==> config.mk <==
export PLATFORM = sky130hd
export DESIGN_NAME = line_clear_ctrl
export DESIGN_NICKNAME = d
export VERILOG_FILES = /design/src/rtl/tetris_pkg.sv /design/src/rtl/full_row_finder.sv /design/src/rtl/line_clear_ctrl.sv
export SDC_FILE = /design/constraint.sdc
export NUM_CORES = 1
export LEC_CHECK = 0
export ABC_AREA = 1
export ABC_CLOCK_PERIOD_IN_PS = 3990
export BUFFER_PORTS_ARGS = -buffer_cell sky130_fd_sc_hd__buf_2
export CORE_MARGIN = 10
export CORE_UTILIZATION = 52
export CTS_CLUSTER_DIAMETER = 30
export DETAILED_ROUTE_END_ITERATION = 8
export PLACE_DENSITY = 0.85
export SYNTH_ARGS = -nofsm -noshare
export SYNTH_HDL_FRONTEND = slang
export SYNTH_SLANG_ARGS = --single-unit
export TNS_END_PERCENT = 100
==> constraint.sdc <==
create_clock -name clk -period 3.99 [get_ports clk]
set_input_delay 0.1995 -clock clk [delete_from_list [all_inputs] [get_ports clk]]
set_output_delay 0.1995 -clock clk [all_outputs]
set_load 0.1 [all_outputs]
==> src/rtl/tetris_pkg.sv <==
// ---------------------------------------------------------------------------
// tetris_pkg
// Shared definitions for the playfield sequencing logic and the row array.
//   ROWS_DEFAULT  : default number of row registers (index 0 = top row)
//   board_code_e  : 3-bit board state code broadcast to every row register
//   ctrl_state_e  : internal states of the line-clear sequencing FSM
//   board_code()  : maps an FSM state onto the code the rows understand
// ---------------------------------------------------------------------------
package tetris_pkg;

  localparam int ROWS_DEFAULT = 20;

  typedef enum logic [2:0] {
    BOARD_CHECK = 3'b000,
    BOARD_MOVE  = 3'b001,
    BOARD_WRITE = 3'b010,
    BOARD_SHIFT = 3'b011,
    BOARD_ADD   = 3'b100
  } board_code_e;

  typedef enum logic [2:0] {
    ST_MOVE,
    ST_WRITE,
    ST_CHECK,
    ST_EVAL,
    ST_SHIFT,
    ST_ADD,
    ST_OVER
  } ctrl_state_e;

  // EVAL and OVER both present "hold" to the rows: nothing in the array may
  // change while the controller is deciding, or once the game has halted.
  function automatic board_code_e board_code(input ctrl_state_e s);
    board_code_e code;
    case (s)
      ST_WRITE: code = BOARD_WRITE;
      ST_CHECK: code = BOARD_CHECK;
      ST_SHIFT: code = BOARD_SHIFT;
      ST_ADD:   code = BOARD_ADD;
      default:  code = BOARD_MOVE;
    endcase
    return code;
  endfunction

endpackage

==> src/rtl/full_row_finder.sv <==
// ---------------------------------------------------------------------------
// full_row_finder
// Combinational helper for the line-clear controller.
//   row_full  in  ROWS   per-row full flags from the row array
//   k_sel     in  IDX_W  latched bottom-most full row index
//   any_full  out 1      at least one row is full
//   hi_idx    out IDX_W  highest set index of row_full (bottom-most full row)
//   mask      out ROWS   thermometer mask with bits 0..k_sel set
// ---------------------------------------------------------------------------
module full_row_finder #(
  parameter int ROWS  = 20,
  parameter int IDX_W = 5
) (
  input  logic [ROWS-1:0]  row_full,
  input  logic [IDX_W-1:0] k_sel,
  output logic             any_full,
  output logic [IDX_W-1:0] hi_idx,
  output logic [ROWS-1:0]  mask
);

  // Ascending scan so the last hit wins, leaving the bottom-most full row.
  always_comb begin
    any_full = |row_full;
    hi_idx   = '0;
    for (int i = 0; i < ROWS; i++) begin
      if (row_full[i]) hi_idx = IDX_W'(i);
    end
  end

  // Every row at or above the cleared one moves down by one, so the shift
  // enable is a thermometer from the top row down to k.
  always_comb begin
    mask = '0;
    for (int i = 0; i < ROWS; i++) begin
      mask[i] = (IDX_W'(i) <= k_sel);
    end
  end

endmodule

==> src/rtl/line_clear_ctrl.sv <==
// ---------------------------------------------------------------------------
// line_clear_ctrl
// Sequencing controller for the playfield row array. After a piece locks it
// walks the rows through write, check, shift (once per full row, bottom
// first) and add, then returns to move or halts on a blocked spawn.
//   clk            in   1        system clock
//   reset_n        in   1        asynchronous active-low reset
//   lock           in   1        piece has landed (honoured only in MOVE)
//   spawn_blocked  in   1        new piece overlaps occupied cells
//   row_full       in   ROWS     per-row full flags, valid during EVAL
//   state          out  3        board state code broadcast to the rows
//   shift_row      out  ROWS     per-row shift enable (with code 011)
//   busy           out  1        sequencing in progress
//   spawn          out  1        new piece is being added this cycle
//   lines_cleared  out  3        rows cleared by the last lock, saturating
//   lines_total    out  TOTAL_W  running cleared-row total, saturating
//   game_over      out  1        sticky halt flag
// ---------------------------------------------------------------------------
module line_clear_ctrl
  import tetris_pkg::*;
#(
  parameter int ROWS    = ROWS_DEFAULT,
  parameter int TOTAL_W = 16
) (
  input  logic               clk,
  input  logic               reset_n,
  input  logic               lock,
  input  logic               spawn_blocked,
  input  logic [ROWS-1:0]    row_full,
  output logic [2:0]         state,
  output logic [ROWS-1:0]    shift_row,
  output logic               busy,
  output logic               spawn,
  output logic [2:0]         lines_cleared,
  output logic [TOTAL_W-1:0] lines_total,
  output logic               game_over
);

  localparam int IDX_W = (ROWS > 1) ? $clog2(ROWS) : 1;

  ctrl_state_e        state_q, state_d;
  logic [IDX_W-1:0]   k_q;
  logic [2:0]         cleared_q;
  logic [TOTAL_W-1:0] total_q;
  logic               any_full;
  logic [IDX_W-1:0]   hi_idx;
  logic [ROWS-1:0]    shift_mask;

  full_row_finder #(
    .ROWS  (ROWS),
    .IDX_W (IDX_W)
  ) u_finder (
    .row_full (row_full),
    .k_sel    (k_q),
    .any_full (any_full),
    .hi_idx   (hi_idx),
    .mask     (shift_mask)
  );

  always_ff @(posedge clk or negedge reset_n) begin
    if (!reset_n) state_q <= ST_MOVE;
    else          state_q <= state_d;
  end

  // Each SHIFT loops back to CHECK so the rows re-evaluate after every
  // single-row clear; the loop ends when EVAL sees no full row.
  always_comb begin
    state_d = state_q;
    case (state_q)
      ST_MOVE:  if (lock) state_d = ST_WRITE;
      ST_WRITE: state_d = ST_CHECK;
      ST_CHECK: state_d = ST_EVAL;
      ST_EVAL:  state_d = any_full ? ST_SHIFT : ST_ADD;
      ST_SHIFT: state_d = ST_CHECK;
      ST_ADD:   state_d = spawn_blocked ? ST_OVER : ST_MOVE;
      ST_OVER:  state_d = ST_OVER;
      default:  state_d = ST_MOVE;
    endcase
  end

  // Bottom-most full row, captured while the row flags are valid.
  always_ff @(posedge clk or negedge reset_n) begin
    if (!reset_n)                          k_q <= '0;
    else if (state_q == ST_EVAL && any_full) k_q <= hi_idx;
  end

  // The per-lock count restarts on an accepted lock; both counters bump
  // once per SHIFT and stick at their maximum rather than wrapping.
  always_ff @(posedge clk or negedge reset_n) begin
    if (!reset_n) begin
      cleared_q <= '0;
      total_q   <= '0;
    end else if (state_q == ST_MOVE && lock) begin
      cleared_q <= '0;
    end else if (state_q == ST_SHIFT) begin
      if (cleared_q != 3'd7) cleared_q <= cleared_q + 3'd1;
      if (total_q != '1)     total_q   <= total_q + TOTAL_W'(1);
    end
  end

  always_comb begin
    state         = board_code(state_q);
    shift_row     = (state_q == ST_SHIFT) ? shift_mask : '0;
    busy          = (state_q != ST_MOVE) && (state_q != ST_OVER);
    spawn         = (state_q == ST_ADD);
    game_over     = (state_q == ST_OVER);
    lines_cleared = cleared_q;
    lines_total   = total_q;
  end

endmodule

==> reports/metrics.cfg, run 1 <==
[clock_tree]
cts_tree = done
clk_pin_slew_ns = 0.15
htreeDepth = 1
clock-root-buffer = clkbuf_4
numCtsBuffers = 3
cts_sinks = 27
clockBufferDepth = 2
clock_latency_ns = 0.33
cts_resized = 0

[sta]
period_share = 0.568
slew_violations = 0
fin_skew_ns = 0.00372
setup_viol_count_final = 0
rsz0062_at_grt = false
timing.fmax_mhz = 441
tightestPinTransition_ns = 0.579
slew_headroom = 0.614
finalCriticalPeriod_ns = 2.27
final_hold_viol_count = 0

[setup_path]
path_cells = nor2_4 -> nand2_4 -> nor2_2 -> inv_1 -> a21oi_2 -> o21a_1 -> buf_2
path_delay_family = buffers and inverters
path_max_fanout = 15
slowest_stage = dfrtp_1
setup.worst_path.start_class = flip-flop
path_class = reg -> out
required_ns = 3.79
slowest_delay_ns = 0.50
cp_num_buf_inv = 2
rr_worst_depth = 10
r2r-start = lines_total[0]
rr_endpoint = lines_total[14]
arrival_ns = 2.07
r2r_setup_slack_ns = 2.05
critPathCaptureType = primary output

[finish]
final_cell_mix = buf_2 (68), nand2_1 (46), inv_1 (34)
seq_area_um2 = 676
fillCellCount = 266
layout_commonest_cell = buf_2
antenna_cells = 0
synthToLayoutAreaGrowth_pct = 25.8
multi_input_area_um2 = 920
nNetsFinal = 321
fin_cells = 337
drive_above_1_share = 0.317

[min_path]
hold_path_depth = 4
min_to = k_q[0]
min_from = row_full[18]
min_path_type = in -> reg

[power]
p_int_uw = 326
seqPwrFrac = 0.636
p_sw_frac = 0.242
power.share.clock = 0.288
power.total_uw = 430
p_sw_uw = 104
power_density_mw_per_mm2 = 198
peakVddDrop_mv = 0.0898
combPwrFrac = 0.076
p_leak_uw = 0.00130

[drt]
firstDrtPassIters = 5
ant_nets = 0
wl_met2_mm = 2.22
via_per_inst = 4.98
vias = 1679
wirelength_met1_mm = 1.81
wl_mm = 4.52
drt_iter0_markers = 131
drc = 0
wl_per_cell_um = 13.4
highest_layer = met4
met3_wirelength_um = 417

[synth]
synth.distinct_cells = 38
synth-edff-count = 0
yosysSeqAreaShare = 0.391
yosysTopAreaCellShare = 0.391
synthFlopType = dfrtp_1
yosys_warnings = 0
synth_top_area_cell = dfrtp_1
syn_area_mm2 = 0.00173
syn_nets = 248
syn_inst = 221
synth_area_leaders = dfrtp_1 (39%), nand2_1 (10%), inv_1 (7.4%)
syn_area_per_cell_um2 = 7.82
synthArstFlopShare = 1.00
synth_seq_cells = 27

[placed_design]
hpwl_mm = 3.75
gp_congestion = 0.842
port_buffers = 68
placed_cells = 332

[die]
num_io_pins = 69
core_mm2 = 0.00313
die_area_mm2 = 0.00603
fp.dieH_um = 77.7
dieWidth_um = 77.7
initial_core_util = 0.553
rows = 20

[grt]
grt_pass1_wl_mm = 7.64
antenna_found_initial = 0
track_usage = 0.150
grt_overflow = 0
grt_max_degree = 28
grt_pass1_vias = 1686

[run_status]
outcome = finished clean

[flow_run]
cap_violations = 0

synth_stat cells, drive strengths merged, types with 2 or more instances:
master and n:
a31oi 3, nand3 12, nand4 2, a211oi 2, inv 36, ha 3, dfrtp 27, a21oi 11
o21a 2, nand2 48, nor2 33, xnor2 5, o21ai 7, nor4 3, nor3 6, xor2 10
worst max path at each step:
stage / startpoint / to / slack (ns) / depth (start not counted)
finish: state_q[0] / shift_row[15] / 1.72 / 7
global route: state_q[0] / shift_row[15] / 1.58 / 7
CTS: state_q[0] / shift_row[15] / 1.73 / 7
detailed placement: lines_total[0] / lines_total[14] / 2.09 / 10
global placement: state_q[0] / shift_row[15] / 2.18 / 7
floorplan: state_q[0] / shift_row[18] / -0.07 / 6
area by class of cell:
type                    instances  share of cell area
multi-input cells             156               0.423
clock inverters                 1             0.00345
inverters                      37              0.0662
well taps                      44              0.0253
flip-flops and latches         27               0.311
repair buffers                 69               0.161
clock buffers                   3              0.0104
worst register-to-register path, cell delays in order, from the launching register on:
cell and delay (ns):
dfrtp_1 0.45, ha_1 0.24, nand3_2 0.12, inv_1 0.08, nand4_2 0.12, nand2_4 0.12
nor3_4 0.17, inv_2 0.06, nor3_2 0.18, nand4_1 0.15, xnor2_1 0.16
state kept, by name, summed over array words and instances (netlist names):
name and flops:
lines_cleared 3, state_q 3, k_q 5, lines_total 16
logic make-up (layout without fill, tap and decap cells):
family,count (synthesis),in the layout,share of synthesized area
muxes,1,1,0.00651
DFF,27,27,0.391
and+or+nand+nor,108,108,0.321
xor gates and xnor gates,15,15,0.0760
AOI/OAI and AO/OA,29,29,0.0984
adders and majority gates,3,3,0.0217
buffers and inverters,38,110,0.0854
through the flow:
stage                     setup slack (ns)  instance area, µm²  hold slack, ns  TNS [ns]   util
after floorplan                    -0.0727                1740         -0.0961    -0.145      -
final                                 1.72                2170           0.132         0  0.695
after CTS                             1.73                2170           0.120         0  0.695
after detailed placement              2.09                2130           0.235         0  0.682
after global placement                2.18                2130           0.235         0  0.682
after global routing                  1.58                2170           0.145         0  0.695
power by group through the flow:
| stage | Sequential [µW] | Clock [µW] | Combinational (µW) |
|---|---|---|---|
| 2_1_floorplan | 279 | 0 | 13.2 |
| 3_3_place_gp | 279 | 0 | 32.1 |
| 3_5_place_dp | 279 | 0 | 32.8 |
| 4_1_cts | 274 | 128 | 33.6 |
| 5_1_grt | 274 | 137 | 38.9 |
| 6_report | 274 | 124 | 32.7 |
repair_timing:
action | 4_1_cts | 5_1_grt
endpoints found under the hold margin | 27 | 0
hold buffers | 1 | 0
setup buffers | 0 | 0
per-layer routing:
layer  vias to the layer above  global-route usage
met5                         -                   0
met4                         0              0.0547
met3                         7              0.0449
met2                        65               0.263
met1                       753               0.167
li1                        854                   -
(Power assumes the default switching activity.)
==> inputs of run 2 (changes only) <==
--- a/config.mk
+++ b/config.mk
@@ -6,13 +6,13 @@
 export NUM_CORES = 1
 export LEC_CHECK = 0
 export ABC_AREA = 1
-export ABC_CLOCK_PERIOD_IN_PS = 3990
+export ABC_CLOCK_PERIOD_IN_PS = 2340
 export BUFFER_PORTS_ARGS = -buffer_cell sky130_fd_sc_hd__buf_2
 export CORE_MARGIN = 10
-export CORE_UTILIZATION = 52
+export CORE_UTILIZATION = 48
 export CTS_CLUSTER_DIAMETER = 30
 export DETAILED_ROUTE_END_ITERATION = 8
-export PLACE_DENSITY = 0.85
+export PLACE_DENSITY = 0.79
 export SYNTH_ARGS = -nofsm -noshare
 export SYNTH_HDL_FRONTEND = slang
 export SYNTH_SLANG_ARGS = --single-unit
==> constraint.sdc (replaced) <==
create_clock -name clk -period 2.34 [get_ports clk]
set_input_delay 0.117 -clock clk [delete_from_list [all_inputs] [get_ports clk]]
set_output_delay 0.117 -clock clk [all_outputs]
set_load 0.1 [all_outputs]
==> run 2 against run 1 <==
  * Hold slack worse by 0.092 ns
  * Design area is 5.3% higher
  * Via count is 0.77% lower
  * Sequential cell count stayed put
  * Global-route usage is 0.90 points lower
  * Setup slack worse by 1.6 ns
  * Non-clock buffer count stayed put
  * Count of clock-buffer cells in the layout stayed put
  * Critical endpoint unchanged
  * Largest cell class unchanged
  * Largest power group unchanged
==> reports/metrics.cfg, run 2 (synthesis results as in run 1) <==
[drt]
wl_mm = 4.42  ; -2.1%
drt_iter0_markers = 73  ; -44%
wl_per_cell_um = 13.1  ; -2.7%
ant_nets = 0  ; unchanged
via_per_inst = 4.91  ; -1.4%
firstDrtPassIters = 4  ; -1
vias = 1666  ; -0.77%
drc = 0  ; unchanged

[power]
p_leak_uw = 0.00131  ; +0.58%
power.total_uw = 735  ; +71%
p_sw_uw = 178  ; +71%
peakVddDrop_mv = 0.234  ; +160%
power.share.clock = 0.287  ; about the same
seqPwrFrac = 0.635  ; about the same
p_sw_frac = 0.242  ; +0.000879
p_int_uw = 556  ; +70%
combPwrFrac = 0.077  ; about the same
power_density_mw_per_mm2 = 321  ; +62%

[placed_design]
hpwl_mm = 3.77  ; +0.59%
pre_cts_slack_ns = 0.456  ; -1.63 ns
port_buffers = 68  ; unchanged
gp_congestion = 0.856  ; +1.7%

[sta]
slew_violations = 0  ; unchanged
tightestPinTransition_ns = 0.669  ; +0.0903 ns
final_hold_viol_count = 0  ; unchanged
fin_skew_ns = 0.00790  ; +0.00418 ns
hold_slack_ns = 0.0399  ; -0.0916 ns
setup_ws_ns = 0.118  ; -1.61 ns
period_share = 0.950
slew_headroom = 0.550  ; -0.0636
rsz0062_at_grt = false
finalCriticalPeriod_ns = 2.22
timing.fmax_mhz = 450
setup_viol_count_final = 0  ; unchanged

[finish]
fillCellCount = 293  ; +10%
drive_above_1_share = 0.375  ; +0.0580
final_cell_mix = buf_2 (68), nand2_1 (46), inv_1 (34)
largest_reg_flops = 16  ; unchanged
layout_commonest_cell = buf_2
antenna_cells = 0  ; unchanged
nNetsFinal = 321  ; unchanged
synthToLayoutAreaGrowth_pct = 32.4

[die]
die_area_mm2 = 0.00640  ; +6.2%
rows = 21  ; +5.0%
fp.dieH_um = 80.0  ; +3.0%
dieWidth_um = 80.0  ; +3.0%
initial_core_util = 0.506  ; -0.0466
core_mm2 = 0.00342  ; +9.2%
num_io_pins = 69  ; unchanged

[flow_run]
cap_violations = 0  ; unchanged

[grt]
track_usage = 0.141  ; -0.00897
grt_overflow = 0  ; unchanged
use_met2 = 0.236  ; -0.0269
busiest_layer = met2
grt_pass1_wl_mm = 7.51  ; -1.6%
antenna_found_initial = 0  ; unchanged
grt_use_met1 = 0.168  ; +0.000992
grt_max_degree = 28  ; unchanged
grt_pass1_vias = 1734  ; +2.8%
grt_util_met3 = 0.0495  ; +0.00462

[clock_tree]
clock-root-buffer = clkbuf_4
htreeDepth = 1  ; unchanged
numCtsBuffers = 3  ; unchanged
clockBufferDepth = 2  ; unchanged
cts_sinks = 27  ; unchanged
clk_pin_slew_ns = 0.15  ; about the same
cts_tree = done
clock_latency_ns = 0.33  ; about the same
post-cts-setup-buffers = 0  ; unchanged

[setup_path]
critPathLaunch = state_q[0]
r2r_setup_slack_ns = 0.43  ; -1.62 ns
arrival_ns = 2.10  ; +0.03 ns
critPathCaptureType = primary output
path_class = reg -> out
path_max_fanout = 15  ; unchanged
required_ns = 2.22  ; -1.57 ns
r2r-start = lines_total[0]
setup.worst_path.start_class = flip-flop

[min_path]
min_path_type = in -> reg
min_from = lock

[run_status]
outcome = finished clean

==> run 2: power by group through the flow <==
stage | sequential, µW | combinational [µW] | clock (µW)
floorplan | 476 | 22.4 | 0
global placement | 475 | 54.8 | 0
detailed placement | 475 | 56.8 | 0
CTS | 467 | 58.1 | 216
global route | 467 | 66.4 | 235
finish | 467 | 56.8 | 211
==> run 2: path summary, 6_finish.rpt <==
kind,endpoint,depth (start not counted)
setup / recovery,shift_row[15],7
hold / removal,state_q[0],3
setup reg to reg,lines_total[14],10
hold reg to reg,lines_total[0],1
max in group asynchronous,lines_total[1],2
min in group asynchronous,lines_total[7],2
==> run 2: what timing repair did <==
action,CTS,global route
hold buffers,1,0
hold endpoints to repair,27,0
resized for setup,0,0
==> run 2: per-stage QoR <==
stage / std cells / TNS (ns) / instance area, µm² / util
2_1_floorplan: 221 / -3.34 / 1860 / -
3_3_place_gp: 334 / 0 / 2250 / 0.659
3_5_place_dp: 334 / 0 / 2250 / 0.659
4_1_cts: 339 / 0 / 2290 / 0.670
5_1_grt: 339 / 0 / 2290 / 0.670
6_report: 339 / 0 / 2290 / 0.670
==> run 2: final cells by class <==
type	count	area, µm²	area share
Sequential cell	27	678	0.296
Clock buffer	3	22.5	0.00984
Inverter	37	144	0.0628
Clock inverter	1	7.51	0.00328
Multi-Input combinational cell	156	1030	0.450
Timing Repair Buffer	69	350	0.153
Tap cell	46	57.6	0.0251
==> run 2: metal layers <==
metal,wire length (µm),up-vias
met5,0,-
met4,51,0
met3,303,4
met2,2140,45
met1,1930,761
li1,-,856
==> run 2: critical path: stages, from the launching register on <==
cell     delay, ns
dfrtp_1       0.49
nor2_4        0.17
nand2_4       0.17
nor2_4        0.15
inv_1         0.12
a21oi_4       0.13
o21a_1        0.12
buf_2         0.42
==> inputs of run 3 (changes only) <==
==> constraint.sdc (replaced) <==
create_clock -name clk -period 2.34 [get_ports clk]
set_input_delay 0.234 -clock clk [delete_from_list [all_inputs] [get_ports clk]]
set_output_delay 0.234 -clock clk [all_outputs]
set_load 0.1 [all_outputs]
==> run 3 against run 2 <==
  * Via count down 0.60%
  * Count of clock-buffer cells in the layout stayed put
  * Critical path depth down 1
  * Critical endpoint is now shift_row[9]
  * Design area is 0.87% higher
  * Highest routed layer unchanged
  * Largest power group unchanged
  * Non-clock buffer count unchanged
==> reports/metrics.cfg, run 3 (synthesis results as in run 1) <==
[placed_design]
placed_cells = 334  ; unchanged
port_buffers = 68  ; unchanged
hpwl_mm = 3.67  ; -2.8%
gp_congestion = 0.848  ; -0.92%
pre_cts_slack_ns = 0.423  ; -0.0332 ns
placed_area_mm2 = 0.00226  ; +0.67%

[sta]
timing.fmax_mhz = 448  ; -0.44%
fin_skew_ns = 0.00160  ; -0.00630 ns
tightestPinTransition_ns = 0.601  ; -0.0686 ns
period_share = 0.954  ; +0.00416
finalCriticalPeriod_ns = 2.23  ; +0.00975 ns
final_hold_viol_count = 0  ; unchanged
setup_ws_ns = 0.108  ; -0.00974 ns
slew_headroom = 0.598  ; +0.0477
rsz0062_at_grt = false
slew_violations = 0  ; unchanged
setup_viol_count_final = 0  ; unchanged

[setup_path]
r2r_setup_slack_ns = 0.46  ; +0.03 ns
rr_endpoint = lines_total[15]
r2r-start = lines_total[0]
slowest_delay_ns = 0.48  ; about the same
arrival_ns = 2.00  ; -0.10 ns
path_max_fanout = 15  ; unchanged
critPathCaptureType = primary output
cp_num_buf_inv = 2  ; unchanged
slowest_stage = dfrtp_1
rr_worst_depth = 11  ; +1
path_class = reg -> out
setup.worst_path.start_class = flip-flop
cp.depth = 6  ; -1
path_delay_family = buffers and inverters
required_ns = 2.11  ; -0.11 ns
path_cells = nor2_4 -> nand2_4 -> nor2_2 -> inv_1 -> a21oi_4 -> buf_2

[clock_tree]
clock_latency_ns = 0.32  ; about the same
htreeDepth = 1  ; unchanged
clockBufferDepth = 2  ; unchanged
clock-root-buffer = clkbuf_4
numCtsBuffers = 3  ; unchanged
cts_tree = done
cts_sinks = 27  ; unchanged
post-cts-setup-buffers = 0  ; unchanged
clk_pin_slew_ns = 0.15  ; about the same

[finish]
final_core_util = 0.676  ; +0.00586
final_cell_mix = buf_2 (66), nand2_1 (46), inv_1 (33)
final_area_mm2 = 0.00231  ; +0.87%
fillCellCount = 318  ; +8.5%
fin_cells = 339  ; unchanged
nNetsFinal = 321  ; unchanged
drive_above_1_share = 0.379  ; +0.00341
largest_reg_flops = 16  ; unchanged
synthToLayoutAreaGrowth_pct = 33.6
layout_commonest_cell = buf_2
antenna_cells = 0  ; unchanged

[drt]
vias = 1656  ; -0.60%
wl_per_cell_um = 12.9  ; -1.3%
drc = 0  ; unchanged
wl_mm = 4.37  ; -1.3%
drt_iter0_markers = 61  ; -16%
firstDrtPassIters = 4  ; unchanged
ant_nets = 0  ; unchanged
via_per_inst = 4.88  ; -0.60%

[die]
rows = 21  ; unchanged
core_mm2 = 0.00342  ; unchanged
dieWidth_um = 80.0  ; unchanged
initial_core_util = 0.506  ; unchanged
die_area_mm2 = 0.00640  ; unchanged
num_io_pins = 69  ; unchanged
fp.dieH_um = 80.0  ; unchanged

[min_path]
min_from = lock
hold_path_depth = 3  ; unchanged
min_path_type = in -> reg
min_to = state_q[0]

[grt]
antenna_found_initial = 0  ; unchanged
grt_pass1_vias = 1700  ; -2.0%
grt_max_degree = 28  ; unchanged
grt_overflow = 0  ; unchanged
track_usage = 0.138  ; -0.00240
grt_pass1_wl_mm = 7.34  ; -2.3%

[power]
p_sw_uw = 178  ; -0.14%
p_leak_uw = 0.00131  ; about the same
combPwrFrac = 0.078  ; about the same
seqPwrFrac = 0.636  ; about the same
p_sw_frac = 0.242  ; about the same
power_density_mw_per_mm2 = 318  ; -0.92%
p_int_uw = 556  ; about the same
peakVddDrop_mv = 0.153  ; -35%
power.share.clock = 0.287  ; about the same

[flow_run]
cap_violations = 0  ; unchanged

[run_status]
outcome = finished clean

## run 3: changes by cell type in the layout (fill, tap and decap cells not counted), sizes merged
cell | previous run | this run
buf | 68 | 66
clkbuf | 3 | 5
## run 3: per-stage QoR
stage | total power [µW] | setup TNS (ns) | hold slack [ns]
2_1_floorplan | 498 | -3.77 | -0.0616
3_3_place_gp | 531 | 0 | 0.278
3_5_place_dp | 532 | 0 | 0.282
4_1_cts | 743 | 0 | 0.162
5_1_grt | 769 | 0 | 0.176
6_report | 734 | 0 | 0.166
## run 3: tightest hold or removal path: stages
cell and delay, ns:
buf_2 0.10, nor4_1 0.05, nor2_1 0.09
## run 3: layout make-up
type	instances	area, µm²	share of cell area
clock inverters	1	7.51	0.00325
well taps	46	57.6	0.0249
inverters	37	144	0.0623
repair buffers	69	355	0.154
flip-flops and latches	27	678	0.294
multi-input cells	156	1040	0.452
clock buffers	3	22.5	0.00975
## run 3: worst max-delay path by stage
stage	start	end
after global placement	state_q[0]	shift_row[15]
final	state_q[0]	shift_row[9]
after global routing	state_q[1]	shift_row[15]
after floorplan	state_q[0]	shift_row[15]
after CTS	state_q[0]	shift_row[15]
after detailed placement	state_q[0]	shift_row[15]
## run 3: what timing repair did
item | in CTS | in global routing
gates resized for setup | 0 | 2
hold buffers | 1 | 0
endpoints found under the setup margin | 0 | 2
endpoints found under the hold margin | 27 | 0
## run 3: power groups by stage
stage / logic (µW) / clock network [µW] / registers, µW
6_report: 57.0 / 210 / 467
5_1_grt: 67.3 / 234 / 467
4_1_cts: 58.3 / 218 / 467
3_5_place_dp: 56.9 / 0 / 475
3_3_place_gp: 55.4 / 0 / 475
2_1_floorplan: 22.4 / 0 / 476
## run 3: layer usage
metal | track usage | part of all wire
met4 | 0.0599 | 0.018
met1 | 0.152 | 0.42
met3 | 0.0484 | 0.086
met2 | 0.235 | 0.48
met5 | 0 | 0
